### config.mk
export PLATFORM = sky130hd
export DESIGN_NAME = bg_frames_draw
export DESIGN_NICKNAME = d
export VERILOG_FILES = /design/src/rtl/bg_draw_pkg.sv /design/src/rtl/frame_hit_detect.sv /design/src/rtl/bg_frames_draw.sv
export SDC_FILE = /design/constraint.sdc
export NUM_CORES = 1
export LEC_CHECK = 0
export CAP_MARGIN = 20
export CELL_PAD_IN_SITES_DETAIL_PLACEMENT = 0
export CELL_PAD_IN_SITES_GLOBAL_PLACEMENT = 2
export CORE_MARGIN = 4
export CORE_UTILIZATION = 27
export CTS_BUF_LIST = sky130_fd_sc_hd__clkbuf_8
export CTS_CLUSTER_SIZE = 8
export DETAILED_ROUTE_END_ITERATION = 10
export GPL_TIMING_DRIVEN = 0
export PLACE_DENSITY = 0.86
export SETUP_SLACK_MARGIN = 0.3
export SLEW_MARGIN = 15
export SYNTH_ARGS = -nofsm -noshare
export SYNTH_HDL_FRONTEND = slang
export SYNTH_SLANG_ARGS = --single-unit
export TNS_END_PERCENT = 1
### constraint.sdc
create_clock -name clk -period 1.9 [get_ports clk]
set_input_delay 0.19 -clock clk [delete_from_list [all_inputs] [get_ports clk]]
set_output_delay 0.19 -clock clk [all_outputs]
set_load 0.05 [all_outputs]
### src/rtl/bg_draw_pkg.sv
// Shared definitions for the background frame renderer: display mode enum,
// default RGB332 colours and frame-count limits.
package bg_draw_pkg;

  // Pixel coordinates and all frame geometry arithmetic are 11 bits wide.
  localparam int COORD_W    = 11;
  localparam int MAX_FRAMES = 8;
  localparam int IDX_W      = $clog2(MAX_FRAMES);

  typedef enum logic [1:0] {
    MODE_STATIC = 2'b00,
    MODE_BLINK  = 2'b01,
    MODE_CHASE  = 2'b10
  } mode_e;

  // RGB332 colours.
  localparam logic [7:0] DEF_BG_COLOR        = 8'hFF;
  localparam logic [7:0] DEF_FRAME_COLOR     = 8'h00;
  localparam logic [7:0] DEF_HIGHLIGHT_COLOR = 8'hE0;

  // Map the raw mode pins onto a supported mode; unsupported encodings
  // (11, and 10 when chase is not built in) fall back to STATIC.
  function automatic mode_e decode_mode(input logic [1:0] raw, input logic chase_en);
    mode_e m;
    case (raw)
      2'b01:   m = MODE_BLINK;
      2'b10:   m = chase_en ? MODE_CHASE : MODE_STATIC;
      default: m = MODE_STATIC;
    endcase
    return m;
  endfunction

endpackage

### src/rtl/frame_hit_detect.sv
// Combinational hit test for a single concentric frame k. The frame box is
// [o, X-o] x [o, Y-o] with o = BRACKET_OFFSET + K*FRAME_SPACING; a pixel hits
// when it is inside the box and within BORDER_WIDTH of one of its edges.
// Degenerate frames (2*o reaching either frame size) never hit.
module frame_hit_detect import bg_draw_pkg::*; #(
  parameter int K              = 0,
  parameter int X_FRAME_SIZE   = 635,
  parameter int Y_FRAME_SIZE   = 475,
  parameter int BRACKET_OFFSET = 30,
  parameter int FRAME_SPACING  = 10,
  parameter int BORDER_WIDTH   = 1
) (
  input  logic [COORD_W-1:0] i_pixel_x,
  input  logic [COORD_W-1:0] i_pixel_y,
  output logic               o_hit
);

  // Geometry is folded to constants; everything wraps at 11 bits.
  localparam logic [COORD_W-1:0] OFS     = COORD_W'(BRACKET_OFFSET + K * FRAME_SPACING);
  localparam logic [COORD_W-1:0] X_MAX   = COORD_W'(X_FRAME_SIZE);
  localparam logic [COORD_W-1:0] Y_MAX   = COORD_W'(Y_FRAME_SIZE);
  localparam logic [COORD_W-1:0] BW      = COORD_W'(BORDER_WIDTH);
  localparam logic [COORD_W-1:0] TWO_OFS = {OFS[COORD_W-2:0], 1'b0};
  localparam logic [COORD_W-1:0] RIGHT   = X_MAX - OFS;
  localparam logic [COORD_W-1:0] BOTTOM  = Y_MAX - OFS;
  localparam logic [COORD_W-1:0] IN_LIM  = OFS + BW;
  localparam logic               DEGEN   = (TWO_OFS >= X_MAX) || (TWO_OFS >= Y_MAX);

  logic          w_inside;
  logic          w_near_edge;
  logic [COORD_W:0] w_x_plus_bw;
  logic [COORD_W:0] w_y_plus_bw;

  // Edge proximity on the far sides is tested as p + BW > edge to avoid
  // an underflowing subtraction.
  always_comb begin
    w_x_plus_bw = {1'b0, i_pixel_x} + {1'b0, BW};
    w_y_plus_bw = {1'b0, i_pixel_y} + {1'b0, BW};
    w_inside    = (i_pixel_x >= OFS) && (i_pixel_x <= RIGHT) &&
                  (i_pixel_y >= OFS) && (i_pixel_y <= BOTTOM);
    w_near_edge = (i_pixel_x < IN_LIM) || (w_x_plus_bw > {1'b0, RIGHT}) ||
                  (i_pixel_y < IN_LIM) || (w_y_plus_bw > {1'b0, BOTTOM});
    o_hit       = !DEGEN && w_inside && w_near_edge;
  end

endmodule

### src/rtl/bg_frames_draw.sv
// Background renderer drawing NUM_FRAMES concentric rectangular frames with
// STATIC, BLINK and (optionally) CHASE animation. Two-stage pipeline from
// pixel coordinates to registered colour/flags.
// Optional feature macro: BG_FRAMES_CHASE_EN compiles in CHASE mode, the
// chase index register and highlight colouring; without it mode 10 is STATIC.
module bg_frames_draw import bg_draw_pkg::*; #(
  parameter int         X_FRAME_SIZE    = 635,
  parameter int         Y_FRAME_SIZE    = 475,
  parameter int         BRACKET_OFFSET  = 30,
  parameter int         NUM_FRAMES      = 3,
  parameter int         FRAME_SPACING   = 10,
  parameter int         BORDER_WIDTH    = 1,
  parameter int         BLINK_PERIOD    = 30,
  parameter logic [7:0] BG_COLOR        = DEF_BG_COLOR,
  parameter logic [7:0] FRAME_COLOR     = DEF_FRAME_COLOR,
  parameter logic [7:0] HIGHLIGHT_COLOR = DEF_HIGHLIGHT_COLOR
) (
  input  logic               clk,
  input  logic               reset,
  input  logic [COORD_W-1:0] pixelX,
  input  logic [COORD_W-1:0] pixelY,
  input  logic               startOfFrame,
  input  logic [1:0]         mode,
  output logic [7:0]         BG_RGB,
  output logic               bordersDrawReq,
  output logic [IDX_W-1:0]   frameIdx
);

`ifdef BG_FRAMES_CHASE_EN
  localparam logic CHASE_EN = 1'b1;
`else
  localparam logic CHASE_EN = 1'b0;
`endif

  localparam logic [7:0]       TICK_LAST  = 8'(BLINK_PERIOD - 1);
  localparam logic [IDX_W-1:0] CHASE_LAST = IDX_W'(NUM_FRAMES - 1);

  logic [NUM_FRAMES-1:0] w_hit;
  logic [NUM_FRAMES-1:0] r_hit;
  mode_e                 w_next_mode;
  mode_e                 r_active_mode;
  logic [7:0]            r_tick_cnt;
  logic                  w_tick;
  logic                  r_blink_on;
  logic                  w_any;
  logic [IDX_W-1:0]      w_idx;
  logic [7:0]            w_rgb;

  // One hit detector per frame; geometry is resolved at elaboration.
  for (genvar k = 0; k < NUM_FRAMES; k++) begin : g_frame
    frame_hit_detect #(
      .K              (k),
      .X_FRAME_SIZE   (X_FRAME_SIZE),
      .Y_FRAME_SIZE   (Y_FRAME_SIZE),
      .BRACKET_OFFSET (BRACKET_OFFSET),
      .FRAME_SPACING  (FRAME_SPACING),
      .BORDER_WIDTH   (BORDER_WIDTH)
    ) u_hit (
      .i_pixel_x (pixelX),
      .i_pixel_y (pixelY),
      .o_hit     (w_hit[k])
    );
  end

  assign w_next_mode = decode_mode(mode, CHASE_EN);
  assign w_tick      = startOfFrame && (r_tick_cnt == TICK_LAST);

  // Video-frame counter; the wrap pulse is the animation tick.
  always_ff @(posedge clk) begin
    if (reset) begin
      r_tick_cnt <= '0;
    end else if (startOfFrame) begin
      r_tick_cnt <= w_tick ? 8'd0 : r_tick_cnt + 8'd1;
    end
  end

  // Latch mode only at frame start; blink phase sits at 1 outside BLINK and
  // a coincident tick acts on the newly latched mode.
  always_ff @(posedge clk) begin
    if (reset) begin
      r_active_mode <= MODE_STATIC;
      r_blink_on    <= 1'b1;
    end else if (startOfFrame) begin
      r_active_mode <= w_next_mode;
      if (w_next_mode != MODE_BLINK) begin
        r_blink_on <= 1'b1;
      end else if (w_tick) begin
        r_blink_on <= ~r_blink_on;
      end
    end
  end

`ifdef BG_FRAMES_CHASE_EN
  logic [IDX_W-1:0] r_chase_idx;

  // Highlighted frame index, advancing on each tick while in CHASE.
  always_ff @(posedge clk) begin
    if (reset) begin
      r_chase_idx <= '0;
    end else if (startOfFrame) begin
      if (w_next_mode != MODE_CHASE) begin
        r_chase_idx <= '0;
      end else if (w_tick) begin
        r_chase_idx <= (r_chase_idx == CHASE_LAST) ? '0 : r_chase_idx + 1'b1;
      end
    end
  end
`else
  logic w_unused_chase;
  assign w_unused_chase = ^{HIGHLIGHT_COLOR, CHASE_LAST};
`endif

  // Stage 1: capture the per-frame hit vector.
  always_ff @(posedge clk) begin
    if (reset) begin
      r_hit <= '0;
    end else begin
      r_hit <= w_hit;
    end
  end

  // Lowest-index frame wins; colour depends on the animation state, while
  // the hit flag and index depend on geometry alone.
  always_comb begin
    w_any = |r_hit;
    w_idx = '0;
    for (int k = NUM_FRAMES - 1; k >= 0; k--) begin
      if (r_hit[k]) w_idx = IDX_W'(k);
    end
    w_rgb = BG_COLOR;
    if (w_any) begin
      w_rgb = FRAME_COLOR;
      if ((r_active_mode == MODE_BLINK) && !r_blink_on) w_rgb = BG_COLOR;
`ifdef BG_FRAMES_CHASE_EN
      if ((r_active_mode == MODE_CHASE) && (w_idx == r_chase_idx)) w_rgb = HIGHLIGHT_COLOR;
`endif
    end
  end

  // Stage 2: registered outputs.
  always_ff @(posedge clk) begin
    if (reset) begin
      BG_RGB         <= BG_COLOR;
      bordersDrawReq <= 1'b0;
      frameIdx       <= '0;
    end else begin
      BG_RGB         <= w_rgb;
      bordersDrawReq <= w_any;
      frameIdx       <= w_idx;
    end
  end

endmodule

==> out/results.ini <==
[outcome]
outcome=finished, final reports clean

[clock_tree]
insertion_delay_ns=0.25
cts_hold_buf=0
cts_tree=built
cts_max_level=1
root_buffer=clkbuf_8
clkSinkCount=17
clkTransAtPathRegs_ns=0.06
cts_made_buffers=3
cts.path.max_buffers=2

[grt]
top_usage_layer=met2
grt_overflow=0
grt_max_degree=11
grt_util_met1=0.161
antenna_found_initial=0
grt_pass1_wl_microns=5300
use_met2=0.186
grt_pass1_vias=1187
use_met3=0.0106
grtUsageTotal=0.116

[cells_and_area]
drive_gt1_frac=0.158
seq_area_sq_um=340
num-fill-cells=434
nets=226
area_delta_synth_final_pct=38.3
n_antenna_cell=0
fin_util=0.390
layoutNonFillerInstCount=248
multiInputGateArea_sq_um=813

[worst_setup_path]
worstSetupStartpointType=input pin
end_kind=register
reg2reg_slack_ns=0.54
required_ns=2.02
crit_fanout=6
cp.arrival_ns=1.84
path_class=input pin to register

[die]
rows=24
coreArea_sq_um=4410
io_pins=39
die_area_sq_um=5760
initial_core_util=0.282
die_x_microns=75.9
die_y_microns=75.9

[pwr]
p_seq_frac=0.436
combPwrFrac=0.261
clkPwrFrac=0.303
p_total_w=0.000848
ir_worst_vdd_v=0.000191
p_int_w=0.000607
p_switching_w=0.000241
power.density_nw_per_um2=493
p_leak_nw=0.667
switching_share=0.284

[sta]
hold_ws_ns=0.328
slew_headroom=0.661
fin_skew_ns=0.00212
tightest_slew_ns=0.508
slew_viol_final=0
hold_violations=0
setup_violations=0
clock.fmax_mhz=582
finalCriticalPeriod_ns=1.72
rsz0062_at_grt=yes
fin_crit_sh=0.905

[detailed_routing]
routedWlPerCell_microns=13.6
drt_pass1_iterations=4
via_per_inst=5.30
antenna_left=0
finalWirelength_microns=3380
vias=1314
drc=0
drt_iter0_drc=107

[place]
io_buffers=35
dp_hpwl_microns=2700
place.gp.congestion=0.923
dpl.cell_count=244

[synthesis]
synth.area.top_cells=dfxtp_1 (27%), nor2_1 (5.1%), xor2_1 (4.9%)
ys_warn_count=0
ys_seq_area_frac=0.274
synth_top_area_cell=dfxtp_1
ys_ff_latch=17
synth_fp_nets=186
synth_edf_count=0
synthArstFlopShare=0
synthCells=157
avgSynthCellArea_sq_um=7.92
yosys.cell_types.count=47
synth_top_flop_cell=dfxtp_1
synth_top_area_share=0.274
syn-cell-area_sq_um=1240

[flow_run]
drv_cap=0

[min_path]
hold_path.class=input pin to register

## cells in the final DEF (no fill, tap or decap), types with 4 or more instances in the layout
master           Yosys  layout
nand2b_1             5       5
o31ai_1              4       4
dfxtp_1             17      17
inv_1                6       7
a31oi_1              4       4
a21oi_1              7       7
buf_4                8      14
nand4_1              5       5
nor2_1              17      17
nor3_1               5       4
nand2_1             10      10
a211oi_1             4       4
dlymetal6s2s_1       0       8
o21ai_0             10       9
clkdlybuf4s50_1      0      21
xor2_1               7       7
## sequential cells by signal (all words and copies together), names as in the netlist
| signal | flops |
|---|---|
| BG_RGB | 1 |
| bordersDrawReq | 1 |
| frameIdx | 2 |
| r_active_mode | 1 |
| r_blink_on | 1 |
| r_hit | 3 |
| r_tick_cnt | 8 |
## cells in the mapped netlist, types with 2 or more instances
cell and instances:
nand3b_1 2, o221ai_1 2, nand3_1 2, buf_4 8, and4_1 2, dfxtp_1 17, inv_1 6, a31oi_1 4
and3_1 3, ha_1 2, o31ai_1 4, o21ai_0 10, nor2b_1 2, xor2_1 7, o31a_1 2, nand4_1 5
clkbuf_1 2, nor4_1 2, o211ai_1 2, o311ai_0 2, nor4b_1 2, nor3_1 5, nor2_1 17, nand2b_1 5
a22oi_1 2, a21oi_1 7, nand2_1 10, a211oi_1 4
## power by group through the flow
| stage | Combinational [W] | Sequential (W) | Clock (W) |
|---|---|---|---|
| 2_1_floorplan | 0.000108 | 0.000382 | 0 |
| 3_3_place_gp | 0.000218 | 0.000377 | 0 |
| 3_5_place_dp | 0.000221 | 0.000377 | 0 |
| 4_1_cts | 0.000222 | 0.000369 | 0.000266 |
| 5_1_grt | 0.000241 | 0.000370 | 0.000282 |
| 6_report | 0.000222 | 0.000369 | 0.000257 |
## timing repair
item | CTS | global route
setup buffers | 0 | 0
gates resized for setup | 1 | 18
pin swaps | 0 | 2
setup endpoints to repair | 10 | 11
endpoints found under the hold margin | 0 | 0
## worst max-delay path, stage by stage
cell and delay [ns]:
clkdlybuf4s50_1 0.50, and4_2 0.31, a41oi_1 0.27, a31oi_1 0.16, o31a_1 0.13, o221a_1 0.28
## final cells by class
class                           count  share of cell area
Timing Repair Buffer               35               0.207
Multi-Input combinational cell    123               0.473
Inverter                            6              0.0131
Tap cell                           52              0.0378
Sequential cell                    17               0.198
Clock inverter                      1             0.00218
Clock buffer                        3              0.0240
Buffer                             11              0.0458
## final timing paths
| kind | start | to | depth (start not counted) |
|---|---|---|---|
| hold / removal | reset | r_active_mode[0] | 2 |
| setup reg to reg | r_tick_cnt[5] | r_tick_cnt[6] | 4 |
| setup / recovery | pixelX[0] | r_hit[0] | 6 |
| hold reg to reg | r_hit[1] | frameIdx[1] | 1 |
## metal layers
layer / routed length (microns) / part of all wire
met1: 1510 / 0.45
met2: 1620 / 0.48
met3: 214 / 0.063
met4: 29 / 0.0086
met5: 0 / 0
## kinds of logic after synthesis
logic type | share of synthesized area
multiplexers | 0.00805
adder cells (fa/ha/maj) | 0.0201
buffers and inverters | 0.0815
AND/OR/NAND/NOR | 0.305
AO/OA/AOI/OAI | 0.260
other | 0.00302
XOR/XNOR | 0.0493
flip-flops | 0.274
## per-stage QoR
stage          instance area (sq um)  setup slack (ns)  TNS, ns
6_report                        1720             0.181        0
5_1_grt                         1720            0.0670        0
4_1_cts                         1700            0.0343        0
3_5_place_dp                    1660            -0.128   -0.145
3_3_place_gp                    1660            -0.113   -0.122
2_1_floorplan                   1240             0.594        0
(Power assumes the default switching activity.)
==> variant 1: new RTL, same settings <==
`CHASE_EN`: 1'b0 -> 1'b1.
--- a/src/rtl/bg_frames_draw.sv
+++ b/src/rtl/bg_frames_draw.sv
@@ -31,3 +31,3 @@
 `else
-  localparam logic CHASE_EN = 1'b0;
+  localparam logic CHASE_EN = 1'b1;
 `endif
Formal check against the unedited RTL: same outputs for any inputs over 10 cycles, from zero or initial values and one cycle with reset high; that may be too few to reach the edited logic, so the function may still have changed.
==> variant 1 against the original RTL <==
Clock skew increased by 0.0059 ns; synthesized cell count increased by 13%; sequential cell count increased by 1; worst setup slack got worse by 0.086 ns; core utilization decreased by 1.4 points; clock power decreased by 3%; total power increased by 2.3%; synthesized area increased by 7.0%; design area increased by 3.9%; cell count increased by 12%; routed wire length decreased by 3.5%.
==> variant 1: results (changes against the original RTL) <==
stdcell_area_sq_um: 1790  # was 1720 sq um
slowest_delay_ns: 0.79  # was 0.50 ns
ir_drop_v: 0.000243  # was 0.000191 V
antenna_found_initial: 0  # unchanged
ys_types: 49  # was 47
dp_cells: 274  # was 244
top_register: "r_tick_cnt"  # unchanged
final_cells: 277  # was 248
skew_ns: 0.00802  # was 0.00212 ns
synth_compound_area_share_pct: 26.3  # was 26.0%
synthCells: 177  # was 157
dpl-instance-area_sq_um: 1720  # was 1660 sq um
place_hpwl_microns: 2560  # was 2700 microns
status: "finished clean"  # unchanged
drtIter0Drc: 69  # was 107
synth_xor_area_share_pct: 3.95  # was 4.93%
critical_path_arrival_ns: 1.62  # was 1.84 ns
synth_fa_ha_area_share_pct: 1.88  # was 2.01%
synth_common_cells: "dfxtp_1 (18), nor2_1 (18), nand2_1 (14)"  # was dfxtp_1 (17), nor2_1 (17), nand2_1 (10), o21ai_0 (10), buf_4 (8)
grt_pass1_vias: 1232  # was 1187
grt_pass1_wl_microns: 5440  # was 5300 microns
top_regs: "r_tick_cnt (8), r_hit (3)"  # was r_tick_cnt (8), r_hit (3), frameIdx (2)
muxShareOfSynthArea_pct: 1.50  # was 0.805%
synthTopCellsByArea: "dfxtp_1 (27%), nor2_1 (5.1%), a2111oi_0 (4.6%)"  # was dfxtp_1 (27%), nor2_1 (5.1%), xor2_1 (4.9%)
cts_resized: 7  # was 1
track_usage_pct: 10.5  # was 11.6%
drt-wirelength-per-cell_microns: 11.8  # was 13.6 microns
holdCritPathClass: "input port to flip-flop"  # unchanged
fill_cells: 521  # was 434
seq_area_frac_synth_pct: 27.1  # was 27.4%
numPortBuffers: 30  # was 35
post-place-ws_ns: -0.315  # was -0.128 ns
via_per_inst: 5.02  # was 5.30
nets: 241  # was 226
critical_path_peak_fanout: 8  # was 6
relSlewSlack_pct: 57.3  # was 66.1%
synth_fp_nets: 206  # was 186
gp_congestion: 0.756  # was 0.923
drive_above_1_share_pct: 10.5  # was 15.8%
power_leakage_nw: 0.611  # was 0.667 nW
cts_root_buf: "clkbuf_8"  # unchanged
-- variant 1: changes by cell type after synthesis, sizes merged, moves of 4 or more --
cell	delta
nor4	+5
nand2	+4
a2111oi	+7
clkbuf	+6
nor3	-4
-- variant 1: worst max-delay path: cells and delay by family (launching register included) --
kind	cells	cell delay [ns]
buf+inv	2	0.94
flops	1	0.44
-- variant 1: final cells by class --
type                    count  share of cell area (%)
plain buffers              18                    5.53
clock buffers               3                    2.31
inverters                   5                    1.05
multi-input cells         136                    49.5
flip-flops and latches     18                    20.2
well taps                  67                    4.69
repair buffers             30                    16.8
-- variant 1: final timing paths --
path	from	to	slack [ns]	cells after the start
worst max-delay path	BG_RGB[6]$_SDFF_PP1_	BG_RGB[5]	0.09	2
worst min-delay path	pixelX[9]	r_hit[2]$_SDFF_PP0_	0.39	3
worst max register to register	r_tick_cnt[2]$_SDFFE_PP0P_	r_tick_cnt[7]$_SDFFE_PP0P_	0.36	4
worst min register to register	r_hit[1]$_SDFF_PP0_	frameIdx[1]$_SDFF_PP0_	0.44	1
-- variant 1: power breakdown --
group	total (mW)	internal, mW	switching [mW]
Combinational	0.223	0.0951	0.128
Clock	0.250	0.140	0.110
Sequential	0.395	0.386	0.00870
-- variant 1: metal layers --
layer | wire length (microns) | vias up | share of wire (%) | global-route usage [%]
met5 | 0 | - | 0 | 0
met4 | 15 | 0 | 0.46 | 2.10
met3 | 244 | 2 | 7.5 | 0.917
met2 | 1450 | 55 | 45 | 16.6
met1 | 1550 | 608 | 47 | 15.5
li1 | - | 725 | - | -
-- variant 1: cell families (layout without fill, tap and decap cells) --
logic type,Yosys count,count (layout)
other cells,1,1
compound gates,51,51
xor+xnor,6,6
fa+ha+maj,2,2
flops,18,18
mux,2,2
buf+inv,23,56
simple gates,74,74
==> variant 2: new RTL, config.mk and constraints unchanged <==
Made on the original files. Compare `r_tick_cnt` against `TICK_LAST` with >= in place of ==.
--- a/src/rtl/bg_frames_draw.sv
+++ b/src/rtl/bg_frames_draw.sv
@@ -65,3 +65,3 @@
   assign w_next_mode = decode_mode(mode, CHASE_EN);
-  assign w_tick      = startOfFrame && (r_tick_cnt == TICK_LAST);
+  assign w_tick      = startOfFrame && (r_tick_cnt >= TICK_LAST);
 
Behaviour: no difference found for any inputs over 10 cycles, from zero or initial values and one cycle with reset high; that may be too few to reach the edited logic, so the function may still have changed.
==> variant 2 against the original RTL <==
Synthesized area grew 13%; worst setup slack lost 0.10 ns; sequential cell count is the same; worst hold slack gained 0.053 ns; first-iteration DRC count shrank 22%; via count grew 11%; design area grew 10%; total power grew 4.7%; non-clock buffer count grew 5; routed wire length grew 7.3%; largest cell class unchanged.
==> variant 2: results (changes against the original RTL) <==
holdCritPathClass: "input port to flip-flop"  # unchanged
post-place-ws_ns: -0.331  # was -0.128 ns
cts_root_buf: "clkbuf_8"  # unchanged
synthTopCellsByArea: "dfxtp_1 (24%), nor2_1 (5.1%), buf_4 (4.3%)"  # was dfxtp_1 (27%), nor2_1 (5.1%), xor2_1 (4.9%)
track_usage_pct: 10.9  # was 11.6%
gp_congestion: 0.763  # was 0.923
power_leakage_nw: 0.654  # was 0.667 nW
numPortBuffers: 32  # was 35
synth_common_cells: "nor2_1 (19), dfxtp_1 (17), nand2_1 (16)"  # was dfxtp_1 (17), nor2_1 (17), nand2_1 (10), o21ai_0 (10), buf_4 (8)
antennaDiodeCount: 0  # unchanged
top_regs: "r_tick_cnt (8), r_hit (3), frameIdx (2)"  # unchanged
ir_drop_v: 0.000198  # was 0.000191 V
clkSlewWorstSetupHoldPaths_ns: 0.06  # about the same
grt_pass1_wl_microns: 5870  # was 5300 microns
drt-wirelength-per-cell_microns: 12.6  # was 13.6 microns
via_per_inst: 5.06  # was 5.30
grt_pass1_vias: 1336  # was 1187
p_switching_mw: 0.266  # was 0.241 mW
fill_cells: 521  # was 434
status: "finished clean"  # unchanged
seq_area_frac_synth_pct: 24.3  # was 27.4%
synth-async-reset-ratio_pct: 0  # unchanged
skew_ns: 0.00172  # was 0.00212 ns
relSlewSlack_pct: 64.5  # was 66.1%
place_hpwl_microns: 2740  # was 2700 microns
nets: 252  # was 226
clk_path_buf_depth: 2  # unchanged
ys_types: 55  # was 47
drtIter0Drc: 83  # was 107
drive_above_1_share_pct: 18.6  # was 15.8%
synth_fp_nets: 215  # was 186
critical_path_peak_fanout: 6  # unchanged
==> variant 2: cell type report <==
class / instances / area [sq um] / area share [%]
Multi-Input combinational cell: 143 / 956 / 50.4
Sequential cell: 17 / 343 / 18.1
Timing Repair Buffer: 32 / 305 / 16.1
Buffer: 19 / 139 / 7.33
Tap cell: 67 / 83.8 / 4.42
Clock buffer: 3 / 41.3 / 2.18
Inverter: 6 / 22.5 / 1.19
Clock inverter: 1 / 5.00 / 0.264
==> variant 2: critical path, cell delays in order <==
cell and delay (ns):
clkdlybuf4s50_1 0.44, or2_4 0.28, or4_1 0.38, buf_2 0.17
a211oi_2 0.19, a311oi_1 0.08, a221oi_2 0.25
==> variant 2: path summary, 6_finish.rpt <==
kind | startpoint | end | slack (ns) | cells after the start
max reg2reg | r_tick_cnt[1]$_SDFFE_PP0P_ | r_tick_cnt[7]$_SDFFE_PP0P_ | 0.46 | 8
min | pixelX[1] | r_hit[1]$_SDFF_PP0_ | 0.38 | 5
max | pixelX[7] | r_hit[0]$_SDFF_PP0_ | 0.08 | 7
min reg2reg | r_hit[1]$_SDFF_PP0_ | frameIdx[1]$_SDFF_PP0_ | 0.45 | 1
==> variant 2: cells by family after synthesis <==
logic type	synth area share, %
AO/OA/AOI/OAI	28.6
flip-flops	24.3
buffers and inverters	10.7
AND/OR/NAND/NOR	26.4
multiplexers	1.43
XOR/XNOR	5.63
other	0.268
adder cells (fa/ha/maj)	2.68
==> variant 2: routing by layer <==
metal  vias to the layer above  wire [microns]  track usage (%)
li1                        749               -                -
met1                       650            1760             14.3
met2                        55            1640             18.9
met3                         2             213             1.81
met4                         0               6             1.52
met5                         -               0                0
==> variant 2: power by group through the flow <==
stage / Clock, mW / Combinational, mW / Sequential [mW]
after floorplan: 0 / 0.138 / 0.385
after global placement: 0 / 0.250 / 0.381
after detailed placement: 0 / 0.246 / 0.381
after CTS: 0.272 / 0.244 / 0.373
after global routing: 0.282 / 0.277 / 0.375
final: 0.261 / 0.253 / 0.374
==> variant 2: repair_timing <==
| action | in CTS | in global routing |
|---|---|---|
| buffers inserted | 0 | 0 |
| resized for setup | 6 | 32 |
| pin swaps | 0 | 3 |
| hold buffers | 0 | 0 |
| setup endpoints to repair | 19 | 20 |
==> variant 2: stage by stage <==
step                      std cells  cell area [sq um]  power (mW)  TNS, ns
after floorplan                 185               1400       0.523        0
after global placement          284               1800       0.630   -0.800
after detailed placement        284               1800       0.626   -0.699
after CTS                       288               1850       0.888        0
after global routing            288               1900       0.934  -0.0254
final                           288               1900       0.888        0
